--- config.mk ---
export PLATFORM = sky130hd
export DESIGN_NAME = sopc_bus_arbiter
export DESIGN_NICKNAME = d
export VERILOG_FILES = /design/src/rtl/sopc_bus_pkg.sv /design/src/rtl/rr_arbiter.sv /design/src/rtl/sopc_bus_arbiter.sv
export SDC_FILE = /design/constraint.sdc
export NUM_CORES = 1
export LEC_CHECK = 0
export ABC_AREA = 1
export BUFFER_PORTS_ARGS = -buffer_cell sky130_fd_sc_hd__buf_2
export CORE_MARGIN = 2
export CORE_UTILIZATION = 39
export DETAILED_ROUTE_END_ITERATION = 7
export PLACE_DENSITY = 0.74
export RECOVER_POWER = 50
export SETUP_SLACK_MARGIN = 0.5
export SLEW_MARGIN = 20
export SYNTH_ARGS = -nofsm -noshare
export SYNTH_HDL_FRONTEND = slang
export SYNTH_SLANG_ARGS = --single-unit
--- constraint.sdc ---
create_clock -name clk -period 1.72 [get_ports clk]
set_input_delay 0 -clock clk [delete_from_list [all_inputs] [get_ports clk]]
set_output_delay 0 -clock clk [all_outputs]
set_load 0.05 [all_outputs]
--- src/rtl/sopc_bus_pkg.sv ---
// sopc_bus_pkg: shared definitions for the SoC memory-bus arbiter.
//   - bus_state_e : arbiter FSM state encoding (idle / busy / response)
//   - DefAddrW, DefDataW, DefMaskW : default bus geometry
//   - idx_w()     : width of a master index for a given master count
package sopc_bus_pkg;

    typedef enum logic [1:0] {
        StIdle = 2'd0,
        StBusy = 2'd1,
        StResp = 2'd2
    } bus_state_e;

    localparam int unsigned DefAddrW = 32;
    localparam int unsigned DefDataW = 32;
    localparam int unsigned DefMaskW = DefDataW / 8;

    // A single master still needs a 1-bit index so the vectors stay legal.
    function automatic int unsigned idx_w(input int unsigned n);
        return (n > 1) ? $clog2(n) : 1;
    endfunction

endpackage

--- src/rtl/rr_arbiter.sv ---
// rr_arbiter: combinational round-robin pick.
//   req       in  N   request vector
//   ptr       in  IW  index with highest priority this round
//   grant_idx out IW  first requester at or after ptr, wrapping modulo N
//   any       out 1   at least one request is present
module rr_arbiter
    import sopc_bus_pkg::*;
#(
    parameter int unsigned N  = 2,
    parameter int unsigned IW = idx_w(N)
) (
    input  logic [N-1:0]  req,
    input  logic [IW-1:0] ptr,
    output logic [IW-1:0] grant_idx,
    output logic          any
);

    // Scan from furthest to nearest so the requester closest to ptr wins last.
    always_comb begin
        grant_idx = '0;
        any       = 1'b0;
        for (int k = int'(N) - 1; k >= 0; k--) begin
            if (req[(int'(ptr) + k) % int'(N)]) begin
                grant_idx = IW'((int'(ptr) + k) % int'(N));
                any       = 1'b1;
            end
        end
    end

endmodule

--- src/rtl/sopc_bus_arbiter.sv ---
// sopc_bus_arbiter: N-master to 1-slave memory bus arbiter, round-robin.
//   clk, rst            clock, synchronous active-high reset
//   m_req/m_we/m_addr/m_wdata/m_mask  packed per-master request fields
//   m_rdata, m_ready, m_err           registered response (one-hot ready pulse)
//   s_req/s_we/s_addr/s_wdata/s_mask  registered slave request, held until s_ready
//   s_rdata, s_ready                  slave response
// Access sequence: IDLE (arbitrate) -> BUSY (slave access) -> RESP (ready pulse).
module sopc_bus_arbiter
    import sopc_bus_pkg::*;
#(
    parameter int unsigned NUM_MASTERS = 2,
    parameter int unsigned ADDR_W      = DefAddrW,
    parameter int unsigned DATA_W      = DefDataW,
    parameter int unsigned MASK_W      = DefMaskW,
    parameter int unsigned TIMEOUT     = 255
) (
    input  logic                          clk,
    input  logic                          rst,
    input  logic [NUM_MASTERS-1:0]        m_req,
    input  logic [NUM_MASTERS-1:0]        m_we,
    input  logic [NUM_MASTERS*ADDR_W-1:0] m_addr,
    input  logic [NUM_MASTERS*DATA_W-1:0] m_wdata,
    input  logic [NUM_MASTERS*MASK_W-1:0] m_mask,
    output logic [DATA_W-1:0]             m_rdata,
    output logic [NUM_MASTERS-1:0]        m_ready,
    output logic                          m_err,
    output logic                          s_req,
    output logic                          s_we,
    output logic [ADDR_W-1:0]             s_addr,
    output logic [DATA_W-1:0]             s_wdata,
    output logic [MASK_W-1:0]             s_mask,
    input  logic [DATA_W-1:0]             s_rdata,
    input  logic                          s_ready
);

    localparam int unsigned IW   = idx_w(NUM_MASTERS);
    localparam int unsigned CntW = (TIMEOUT > 0) ? $clog2(TIMEOUT + 1) : 1;

    bus_state_e      state_q;
    logic [IW-1:0]   rr_ptr_q;
    logic [IW-1:0]   grant_q;
    logic [CntW-1:0] cnt_q;
    logic [IW-1:0]   arb_idx;
    logic            arb_any;
    logic            timeout_hit;

    rr_arbiter #(
        .N  (NUM_MASTERS),
        .IW (IW)
    ) u_rr_arbiter (
        .req       (m_req),
        .ptr       (rr_ptr_q),
        .grant_idx (arb_idx),
        .any       (arb_any)
    );

    if (TIMEOUT != 0) begin : g_timeout
        assign timeout_hit = (cnt_q == CntW'(TIMEOUT - 1));
    end else begin : g_no_timeout
        assign timeout_hit = 1'b0;
    end

    always_ff @(posedge clk) begin
        if (rst) begin
            state_q  <= StIdle;
            rr_ptr_q <= '0;
            grant_q  <= '0;
            cnt_q    <= '0;
            m_rdata  <= '0;
            m_ready  <= '0;
            m_err    <= 1'b0;
            s_req    <= 1'b0;
            s_we     <= 1'b0;
            s_addr   <= '0;
            s_wdata  <= '0;
            s_mask   <= '0;
        end else begin
            // Response outputs are single-cycle pulses; only the BUSY exit sets them.
            m_ready <= '0;
            m_err   <= 1'b0;
            m_rdata <= '0;
            unique case (state_q)
                StIdle: begin
                    if (arb_any) begin
                        grant_q <= arb_idx;
                        s_req   <= 1'b1;
                        s_we    <= m_we[arb_idx];
                        s_addr  <= m_addr[arb_idx*ADDR_W +: ADDR_W];
                        s_wdata <= m_wdata[arb_idx*DATA_W +: DATA_W];
                        s_mask  <= m_mask[arb_idx*MASK_W +: MASK_W];
                        cnt_q   <= '0;
                        state_q <= StBusy;
                    end
                end
                StBusy: begin
                    if (s_ready) begin
                        s_req            <= 1'b0;
                        m_ready[grant_q] <= 1'b1;
                        m_rdata          <= s_we ? '0 : s_rdata;
                        state_q          <= StResp;
                    end else if (timeout_hit) begin
                        s_req            <= 1'b0;
                        m_ready[grant_q] <= 1'b1;
                        m_err            <= 1'b1;
                        state_q          <= StResp;
                    end else begin
                        cnt_q <= cnt_q + 1'b1;
                    end
                end
                StResp: begin
                    // Old request is still asserted here; arbitration resumes next cycle.
                    rr_ptr_q <= (grant_q == IW'(NUM_MASTERS - 1)) ? '0 : grant_q + 1'b1;
                    state_q  <= StIdle;
                end
                default: state_q <= StIdle;
            endcase
        end
    end

endmodule

### Word level (Yosys, flattened, before mapping)

Index checks and enable logic that the tools add are counted.

| cells by class | value |
|---|---|
| add/sub/neg operators | 3 |
| $lt $le $gt $ge | 5 |
| eq/ne operators | 7 |
| shift-type cells | 3 |
| muxes and demuxes | 29 |
| bitwise logic cells | 3 |
| reductions and logical operators | 10 |

Operators with widths:

| operator | count |
|---|---|
| indexed part select 64 x 7 -> 32 bit | 2 |
| two-way mux 8 bit | 3 |
| two-way mux 1 bit | 17 |
| one-hot mux 8 bit (2 select lines) | 1 |
| two-way mux 2 bit | 5 |
| adder 8 x 1 -> 8 bit, second input constant | 1 |
| == test 8 bit, second input constant | 1 |
| indexed part select 8 x 4 -> 4 bit | 1 |
| < comparator 1 x 2 -> 1 bit, second input constant | 3 |
| inequality test 2 bit, second input constant | 3 |
| one-hot mux 2 bit (2 select lines) | 1 |
| AND reduction 2 bit | 2 |
| AND reduction 4 bit | 1 |
| OR reduction 4 bit | 1 |
| < comparator 2 x 3 -> 1 bit, second input constant | 1 |
| inequality test 3 bit, second input constant | 1 |
| AND reduction 3 bit | 1 |
| OR reduction 3 bit | 1 |
| adder 1 bit, second input constant | 2 |
| == test 2 x 1 -> 1 bit, second input constant | 1 |
| == test 2 bit, second input constant | 1 |
| zero test 2 bit | 1 |
| inverter 1 bit | 2 |
| one-hot mux 1 bit (2 select lines) | 1 |
| other kinds (6) | 6 |

| word-level totals | value |
|---|---|
| register bits after elaboration | 117 |
| input port bits | 175 |
| output and inout port bits | 105 |
| logic and storage cells | 72 |

### Longest topological paths before layout

Gate-level depths: netlist (run 1).

| logic depth | value |
|---|---|
| depth in word-level cells | 9 |
| gate-level depth with buffers | 10 |
| gate-level depth less buffers | 10 |

### By module

Synthesis (run 1) repeated with hierarchy kept, for this count alone.

| unflattened totals | value |
|---|---|
| cell total of the unflattened synthesis | 678 |
| area, all modules | 5048.6 µm² |

By module, submodules not included:

| module | instances | cells an instance | area an instance (µm²) | sequential area each (µm²) |
|---|---|---|---|---|
| sopc_bus_arbiter | 1 | 674 | 5029.8 | 2342.2 |
| rr_arbiter | 1 | 4 | 18.8 | 0.0 |

### Worst setup path after synthesis (run 1)

No wires, ideal clock.

| timing path | value |
|---|---|
| kind | flip-flop to flip-flop |
| start | register cnt_q[0] |
| end | register cnt_q[7] |
| setup time | 64 ps |
| arrival | 1203 ps |
| required time | 1656 ps |
| slack | 453 ps |
| cell stages (with the launch flop) | 11 |
| path buffers | 0 |
| period minus slack after synthesis | 1267 ps |
| cell sequence | dfxtp_1 > inv_1 > ha_1 > inv_1 > nor2_1 > nand2_1 > nand3_2 > nand2_1 > nand2_1 > inv_1 > nor2_1 |

| between the ends | value |
|---|---|
| longest elaborated chain between the ends | 4 |
| elaborated cells between the ends (all ways) | 7 |
| those cells by class | add/sub (1); eq/ne (2); mux (3); reduce/logical (1) |

RTL lines:

| what | line | text |
|---|---|---|
| start: declaration | sopc_bus_arbiter.sv:42 | `logic [CntW-1:0] cnt_q;` |
| start signal: assignment | sopc_bus_arbiter.sv:107 | `cnt_q <= cnt_q + 1'b1;` |
| adder 8 x 1 -> 8 bit | sopc_bus_arbiter.sv:107 |  |
| two-way mux 8 bit | sopc_bus_arbiter.sv:101 | `end else if (timeout_hit) begin` |
| two-way mux 8 bit | sopc_bus_arbiter.sv:96 | `if (s_ready) begin` |
| one-hot mux 8 bit (2 select lines) | sopc_bus_arbiter.sv:82 | `unique case (state_q)` |

Several ways; a longest one is shown, not always the timed one. The select of a mux whose other input is x is not followed.
A chain may end at the register's enable or synchronous reset.

### Worst setup path in the final report (run 1)

| timing path | value |
|---|---|
| start | register state_q[1] |
| end | register m_rdata[1] |

| between the ends | value |
|---|---|
| longest elaborated chain between the ends | 3 |

RTL lines:

| what | line | text |
|---|---|---|
| start: declaration | sopc_bus_arbiter.sv:39 | `bus_state_e state_q;` |
| start signal: assignment | sopc_bus_arbiter.sv:65 | `state_q <= StIdle;` |
| start signal: assignment | sopc_bus_arbiter.sv:92 | `state_q <= StBusy;` |
| start signal: assignment | sopc_bus_arbiter.sv:100 | `state_q <= StResp;` |
| == test 2 x 1 -> 1 bit | sopc_bus_arbiter.sv:82 |  |
| inverter 1 bit (no source line) | - |  |
| OR reduction 4 bit (no source line) | - |  |
| end signal: assignment | sopc_bus_arbiter.sv:99 | `m_rdata <= s_we ? '0 : s_rdata;` |
| end: declaration | sopc_bus_arbiter.sv:24 | `output logic [DATA_W-1:0] m_rdata,` |

Every way passes these cells.

==> impl_metrics.toml, run 1 <==
[global_route]
antenna_found_initial = 3
grt_usage_pct = 33.3
grt_pass1_vias = 6461
grt_start_max_net_pins = 48
grt_overflow = 0
grt_pass1_wl_mm = 33.1

[synth]
synth_edf_count = 0
synth_compound_area_share_pct = 17.0
synthArstFlopShare_pct = 0
synth-adder-area-share_pct = 0.549
ys_ff_latch = 117
synth_area_um2 = 4560
synthMuxAreaShare_pct = 0
ys_types = 30
yosysSeqAreaShare_pct = 51.4
yosysTopAreaCell = "dfxtp_1"
synth.most_common_cell = "dfxtp_1"
synthCells = 594
yosys.area_share.simple_pct = 22.0
syn_area_per_cell_um2 = 7.68
synth_warnings = 0
synthTopCellsByCount = "dfxtp_1, nor2_1, nand2_1"
yosysTopAreaCellShare_pct = 51.4
synth_xor_area_share_pct = 0
ys_top_cells_by_area = "dfxtp_1, nor2_1, nand2_1, o21ai_0, o21ai_1"
syn-num-nets = 771
synth_top_family_by_area = "simple AND/OR/NAND/NOR gates"
synthFlopType = "dfxtp_1"

[cells_and_area]
synthToLayoutAreaGrowth_pct = 96.8
layout.nets = 1252
n_fill_cell = 703
drive_above_1_share_pct = 30.5
multi_input_area_um2 = 2020
regArea_um2 = 2350

[pwr]
total_power_uw = 9140
p_per_area_nw_per_um2 = 1020
leakage_uw = 0.00398
ir_drop_mv = 0.662

[placement]
io_buffers = 279
gp_congestion = 0.908
post-dp-hpwl_mm = 10.2

[route]
num_vias = 6492
dr.pass1.iters = 5
wl_mm = 22.8
drt_iter0_markers = 680
viasPerCell = 5.26
avgRoutedWirePerCell_um = 18.5
ant_nets = 0
drc = 0

[floorplanning]
fp.dieH_um = 112
io-pin-count = 280
die_x_um = 112
die_area_um2 = 12600
initial_core_util_pct = 39.9
coreArea_um2 = 11400
num_rows = 39

[timing]
report.final.slew_viol_count = 0
rsz0062_at_grt = "yes"
finalSetupViolations = 0
finalSetupTns_ns = 0
tightest_slew_ns = 0.721
max_slew_margin_pct = 52.2
fin_crit_sh_pct = 86.6
period_needed_ns = 1.49
hold_viol = 0
fmax_mhz = 671
fin_skew_ns = 0.0121

[setup_path]
startpoint_type = "register"
end_kind = "register"
cp_max_fo = 32
required_ns = 1.99
worstPathArrival_ns = 1.76
r2r_slack_ns = 0.23
crit_type = "reg -> reg"

[run]
max-cap-violations = 0

[clock_tree]
clockBufferDepth = 2
clk_latency_ns = 0.41
cts_tree = "yes"
clockRootBuffer = "clkbuf_16"
cts_made_buffers = 17
htreeDepth = 4
clkTransAtPathRegs_ns = 0.06
clkSinkCount = 117

[hold_path]
hold_path.class = "in -> reg"

[status]
status = "completed"
what timing repair did:
action / 4_1_cts / 5_1_grt
gates resized for setup: 53 / 85
pin swaps: 12 / 47
endpoints found under the hold margin: 106 / 0
hold buffers: 173 / 0
cloned: 7 / 2
endpoints found under the setup margin: 81 / 113
buffers inserted: 14 / 8
per-layer routing:
metal	GRT usage [%]	wire, um	part of all wire [%]
met2	59.6	11400	50
met1	34.5	7970	35
met5	0	0	0
met4	21.6	1420	6.2
met3	8.32	2010	8.8
final timing paths:
path | startpoint | to | depth (start not counted)
worst max-delay path | state_q[1] | m_rdata[1] | 6
worst min-delay path | rst | s_we | 4
worst max register to register | state_q[1] | m_rdata[1] | 6
worst min register to register | s_addr[10] | s_addr[10] | 2
critical path, stage by stage, from the launching register on:
cell,delay [ns]
dfxtp_1,0.41
buf_6,0.15
nor2_4,0.04
buf_4,0.14
nand4_4,0.05
clkbuf_4,0.41
nor2_1,0.12
state kept, by name, summed over array words and instances (netlist names):
signal    flops
s_mask        4
rr_ptr_q      1
m_ready       2
m_err         1
s_we          1
s_addr       32
state_q       2
grant_q       1
cnt_q         8
s_req         1
s_wdata      32
m_rdata      32
area by class of cell:
cell class / instances / area share, %
Timing Repair Buffer: 494 / 40.1
Inverter: 58 / 2.54
Clock buffer: 17 / 4.74
Sequential cell: 117 / 26.2
Antenna cell: 4 / 0.112
Clock inverter: 15 / 1.77
Tap cell: 143 / 1.99
Multi-Input combinational cell: 387 / 22.5
metrics by stage:
step	area, um^2	util, %	setup slack, ns	instances	hold WS, ns
floorplan	4570	-	0.502	594	0.0691
global placement	6070	53.1	0.389	995	0.212
detailed placement	6070	53.1	0.372	995	0.221
CTS	8830	77.3	0.419	1221	-0.0156
global route	8970	78.6	0.0845	1234	0.0303
finish	8980	78.6	0.231	1235	0.00720
kinds of logic after synthesis:
group | Yosys count
AOI/OAI and AO/OA | 150
adders and majority gates | 2
buffers and inverters | 90
DFF | 117
and+or+nand+nor | 235
layout by cell type (no fill, tap or decap), drive strengths merged:
cell type    instances
a21oi                8
a311oi               1
buf                213
bufinv               2
clkbuf             125
clkinv               9
clkinvlp             3
dfxtp              117
diode                4
dlygate4sd3        173
ha                   2
inv                 59
nand2              100
nand3                6
nand4                8
nor2               119
nor3                 1
nor4                 1
o21ai              139
o22ai                2
power breakdown:
part           switching (uW)  internal [uW]
Sequential                146           2950
Combinational            1650            934
Clock                    1330           2140
No activity file was read; power rests on OpenSTA's default activity.
==> run 2: changes to the inputs <==
--- a/config.mk
+++ b/config.mk
@@ -8,9 +8,9 @@
 export ABC_AREA = 1
 export BUFFER_PORTS_ARGS = -buffer_cell sky130_fd_sc_hd__buf_2
 export CORE_MARGIN = 2
-export CORE_UTILIZATION = 39
+export CORE_UTILIZATION = 42
 export DETAILED_ROUTE_END_ITERATION = 7
-export PLACE_DENSITY = 0.74
+export PLACE_DENSITY = 0.79
 export RECOVER_POWER = 50
 export SETUP_SLACK_MARGIN = 0.5
 export SLEW_MARGIN = 20
==> impl_metrics.toml, run 2 (synthesis results as in run 1) <==
[route]
drt_iter0_markers = 747
viasPerCell = 5.35
wl_mm = 22.8
drc = 0
num_vias = 6523
ant_nets = 0
dr.pass1.iters = 7
avgRoutedWirePerCell_um = 18.7

[setup_path]
crit_path_top_delay_cell = "dfxtp_4"
required_ns = 2.14
crit_chain = "inv_4, ha_4, inv_4, nor2_1, nand2_4, buf_4, buf_6, nor4_2"
startpoint_type = "register"
cpLargestDelayFamily = "simple AND/OR/NAND/NOR gates"
cp_max_fo = 6
r2r_slack_ns = 0.16
slowest_delay_ns = 0.37
critPathBufInv = 4
end_kind = "register"
crit_type = "reg -> reg"
worstPathArrival_ns = 1.98
cp_common_cell = "inv_4"

[timing]
hold_viol = 0
hold_slack_ns = 0.0473
fin_crit_sh_pct = 90.5
max_slew_margin_pct = 52.2
finalSetupViolations = 0
fin_skew_ns = 0.0118
tightest_slew_ns = 0.720
fmax_mhz = 642
report.final.slew_viol_count = 0
period_needed_ns = 1.56
finalSetupTns_ns = 0
rsz0062_at_grt = "yes"

[global_route]
grt_start_max_net_pins = 54
antenna_found_initial = 0
grt_pass1_wl_mm = 31.5
grt_pass1_vias = 6560
grt_overflow = 0
grt_usage_pct = 34.6

[floorplanning]
die_area_um2 = 11700
initial_core_util_pct = 42.6
io-pin-count = 280
die_x_um = 108
fp.dieH_um = 108
num_rows = 38
coreArea_um2 = 10700

[cells_and_area]
fin_util_pct = 81.5
n_fill_cell = 607
mostFrequentLayoutCells = "dlygate4sd3_1, buf_2, dfxtp_1"
post-route-cell-area_um2 = 8720
drive_above_1_share_pct = 27.9
synthToLayoutAreaGrowth_pct = 91.2
top_regs = "m_rdata (32), s_addr (32), s_wdata (32)"
layout.nets = 1243

[pwr]
ir_drop_mv = 0.591
leakage_uw = 0.00390
p_per_area_nw_per_um2 = 1040

[clock_tree]
cts_tree = "yes"
clockRootBuffer = "clkbuf_8"
htreeDepth = 4
clk_latency_ns = 0.52
clkTransAtPathRegs_ns = 0.07
clkSinkCount = 117
clockBufferDepth = 2
cts_made_buffers = 17

[placement]
gp_congestion = 0.836
io_buffers = 279
post-dp-hpwl_mm = 9.91
dpl-instance-area_um2 = 6060

[hold_path]
hold_path.class = "in -> reg"

[status]
status = "completed"

[run]
max-cap-violations = 0
## run 2: worst paths after layout
check / startpoint / endpoint / cells past startpoint
worst max-delay path: cnt_q[0] / m_err / 8
worst min-delay path: m_req[0] / cnt_q[0] / 6
worst max register to register: cnt_q[0] / m_err / 8
worst min register to register: s_addr[14] / s_addr[14] / 2
## run 2: layout make-up
class,instances,area (um^2),share of cell area (%)
Timing Repair Buffer,485,3450,39.5
Sequential cell,117,2350,27.0
Multi-Input combinational cell,387,1930,22.1
Clock buffer,17,414,4.75
Inverter,58,228,2.61
Tap cell,140,175,2.01
Clock inverter,15,170,1.95
Antenna cell,1,2.50,0.0287
## run 2: metal layers
layer	GRT usage (%)	routed length, um	share of wire, %	vias up
li1	-	-	-	2849
met1	36.1	7760	34	2948
met2	58.5	11000	48	557
met3	10.9	2370	10	169
met4	25.6	1680	7.4	0
met5	0	0	0	-
## run 2: worst reg2reg max path, stage by stage, from the launching register on
cell and delay (ns):
dfxtp_4 0.37, inv_4 0.08, ha_4 0.13, inv_4 0.03
nor2_1 0.29, nand2_4 0.15, buf_4 0.17, buf_6 0.10
nor4_2 0.15
## run 2: through the flow
step	setup slack, ns	power, uW	std cells
floorplan	0.502	4370	594
global placement	0.413	4910	991
detailed placement	0.369	4930	991
CTS	0.438	8780	1204
global route	0.121	9330	1219
finish	0.163	9050	1220
## run 2: timing repair
action	in CTS	in global routing
gates resized for setup	20	77
setup endpoints to repair	112	117
hold buffers	174	0
pin swaps	4	29
endpoints found under the hold margin	116	0
cloned	0	6
buffers inserted	7	9
## run 2: report_power, final
part / internal, uW / switching (uW) / leakage, uW
logic: 832 / 1590 / 0.00266
clock network: 2100 / 1420 / 0.000282
registers: 2950 / 154 / 0.000963
==> run 3: changes to the inputs <==
--- a/config.mk
+++ b/config.mk
@@ -7,10 +7,11 @@
 export LEC_CHECK = 0
 export ABC_AREA = 1
 export BUFFER_PORTS_ARGS = -buffer_cell sky130_fd_sc_hd__buf_2
-export CORE_MARGIN = 2
-export CORE_UTILIZATION = 42
+export CAP_MARGIN = 25
+export CORE_AREA = 2 2 108 110
 export DETAILED_ROUTE_END_ITERATION = 7
-export PLACE_DENSITY = 0.79
+export DIE_AREA = 0 0 110 112
+export PLACE_DENSITY = 0.77
 export RECOVER_POWER = 50
 export SETUP_SLACK_MARGIN = 0.5
 export SLEW_MARGIN = 20
==> constraint.sdc (replaced) <==
create_clock -name clk -period 1.72 [get_ports clk]
set_input_delay 0 -clock clk [delete_from_list [all_inputs] [get_ports clk]]
set_output_delay 0 -clock clk [all_outputs]
set_load 0.1 [all_outputs]
==> impl_metrics.toml, run 3 (synthesis results as in run 1) <==
[pwr]
ir_drop_mv = 0.653
leakage_uw = 0.00428
p_per_area_nw_per_um2 = 1100

[cells_and_area]
n_fill_cell = 618
mostFrequentLayoutCells = "buf_2, dlygate4sd3_1, dfxtp_1"
layout.nets = 1241
regArea_um2 = 2360
synthToLayoutAreaGrowth_pct = 96.0
fin_cells = 1223
final_common_cell = "buf_2"
multi_input_area_um2 = 1980
top_regs = "m_rdata (32), s_addr (32), s_wdata (32)"
drive_above_1_share_pct = 37.1

[clock_tree]
clockBufferDepth = 2
htreeDepth = 4
clockRootBuffer = "clkbuf_16"
clkTransAtPathRegs_ns = 0.06
clk_latency_ns = 0.41
postCtsHoldBufs = 170
clkSinkCount = 117
cts_made_buffers = 17
cts_tree = "yes"

[floorplanning]
num_rows = 39
initial_core_util_pct = 40.8
coreArea_um2 = 11200
io-pin-count = 280
fp.dieH_um = 112
die_area_um2 = 12300
die_x_um = 110

[timing]
max_slew_margin_pct = 59.1
tightest_slew_ns = 0.616
hold_slack_ns = -0.108
finalSetupViolations = 0
rsz0062_at_grt = "yes"
fin_crit_sh_pct = 85.0
period_needed_ns = 1.46
hold_viol = 5
finalSetupTns_ns = 0
setup_slack_ns = 0.258
fmax_mhz = 684
fin_skew_ns = 0.0102
report.final.slew_viol_count = 0

[placement]
post-dp-hpwl_mm = 9.82
placed_cells = 993
io_buffers = 279
post-place-ws_ns = 0.355
gp_congestion = 0.899

[route]
dr.pass1.iters = 6
num_vias = 6594
drc = 0
avgRoutedWirePerCell_um = 19.4
viasPerCell = 5.39
drt_iter0_markers = 916
wl_mm = 23.8
ant_nets = 0

[global_route]
grt_start_max_net_pins = 45
grt_pass1_wl_mm = 32.0
grt_pass1_vias = 6457
grt_usage_pct = 34.1
grt_overflow = 0
antenna_found_initial = 2

[setup_path]
slowest_delay_ns = 0.35
crit_type = "reg -> reg"
end_kind = "register"
critPathBufInv = 3
worstPathArrival_ns = 1.79
required_ns = 2.05
crit_path_top_delay_cell = "dfxtp_2"
cpLargestDelayFamily = "buffers and inverters"
startpoint_type = "register"
crit_chain = "inv_1, nor2_4, buf_4, nand4_4, clkbuf_2, nor2_1"
cp_max_fo = 16

[run]
max-cap-violations = 0

[status]
status = "finished with violations"
failed_checks = "hold timing"

[hold_path]
hold_path.class = "in -> reg"
## run 3: layout make-up
cell class              count  share of cell area, %
multi-input cells         388                   22.1
flip-flops and latches    117                   26.4
clock inverters            11                   1.22
well taps                 143                   2.00
repair buffers            482                   40.7
inverters                  58                   2.58
clock buffers              21                   4.93
diodes                      3                 0.0840
## run 3: timing repair
item / in CTS / in global routing
endpoints found under the hold margin: 106 / 5
gates cloned: 2 / 10
gates resized for setup: 30 / 100
pin swaps: 7 / 22
endpoints found under the setup margin: 117 / 118
setup buffers: 6 / 7
## run 3: final timing paths
check,endpoint,depth (start not counted),start,slack (ns)
min,state_q[0],2,rst,-0.11
max reg2reg,m_rdata[27],6,state_q[0],0.26
min reg2reg,s_wdata[31],2,s_wdata[31],0.45
max,m_rdata[27],6,state_q[0],0.26
## run 3: power by group
part | leakage (uW) | internal, uW | total, uW | switching [uW]
registers | 0.000963 | 2950 | 3100 | 152
clock network | 0.000274 | 2110 | 3390 | 1280
logic | 0.00305 | 930 | 3370 | 2440
total | 0.00428 | 5990 | 9870 | 3880
## run 3: routing by layer
layer | up-vias | GRT usage [%] | routed length, um
met5 | - | 0 | 0
met4 | 0 | 24.6 | 1880
met2 | 561 | 57.5 | 11500
met3 | 191 | 12.4 | 2360
li1 | 2857 | - | -
met1 | 2985 | 33.9 | 8010
## run 3: through the flow
step | hold WS, ns | utilization (%) | power (uW) | instance area, um^2
after floorplan | 0.0691 | - | 5180 | 4570
after global placement | 0.212 | 54.1 | 5710 | 6040
after detailed placement | 0.218 | 54.1 | 5720 | 6040
after CTS | -0.140 | 76.1 | 9430 | 8500
after global routing | -0.110 | 80.0 | 10100 | 8940
final | -0.108 | 80.0 | 9870 | 8940
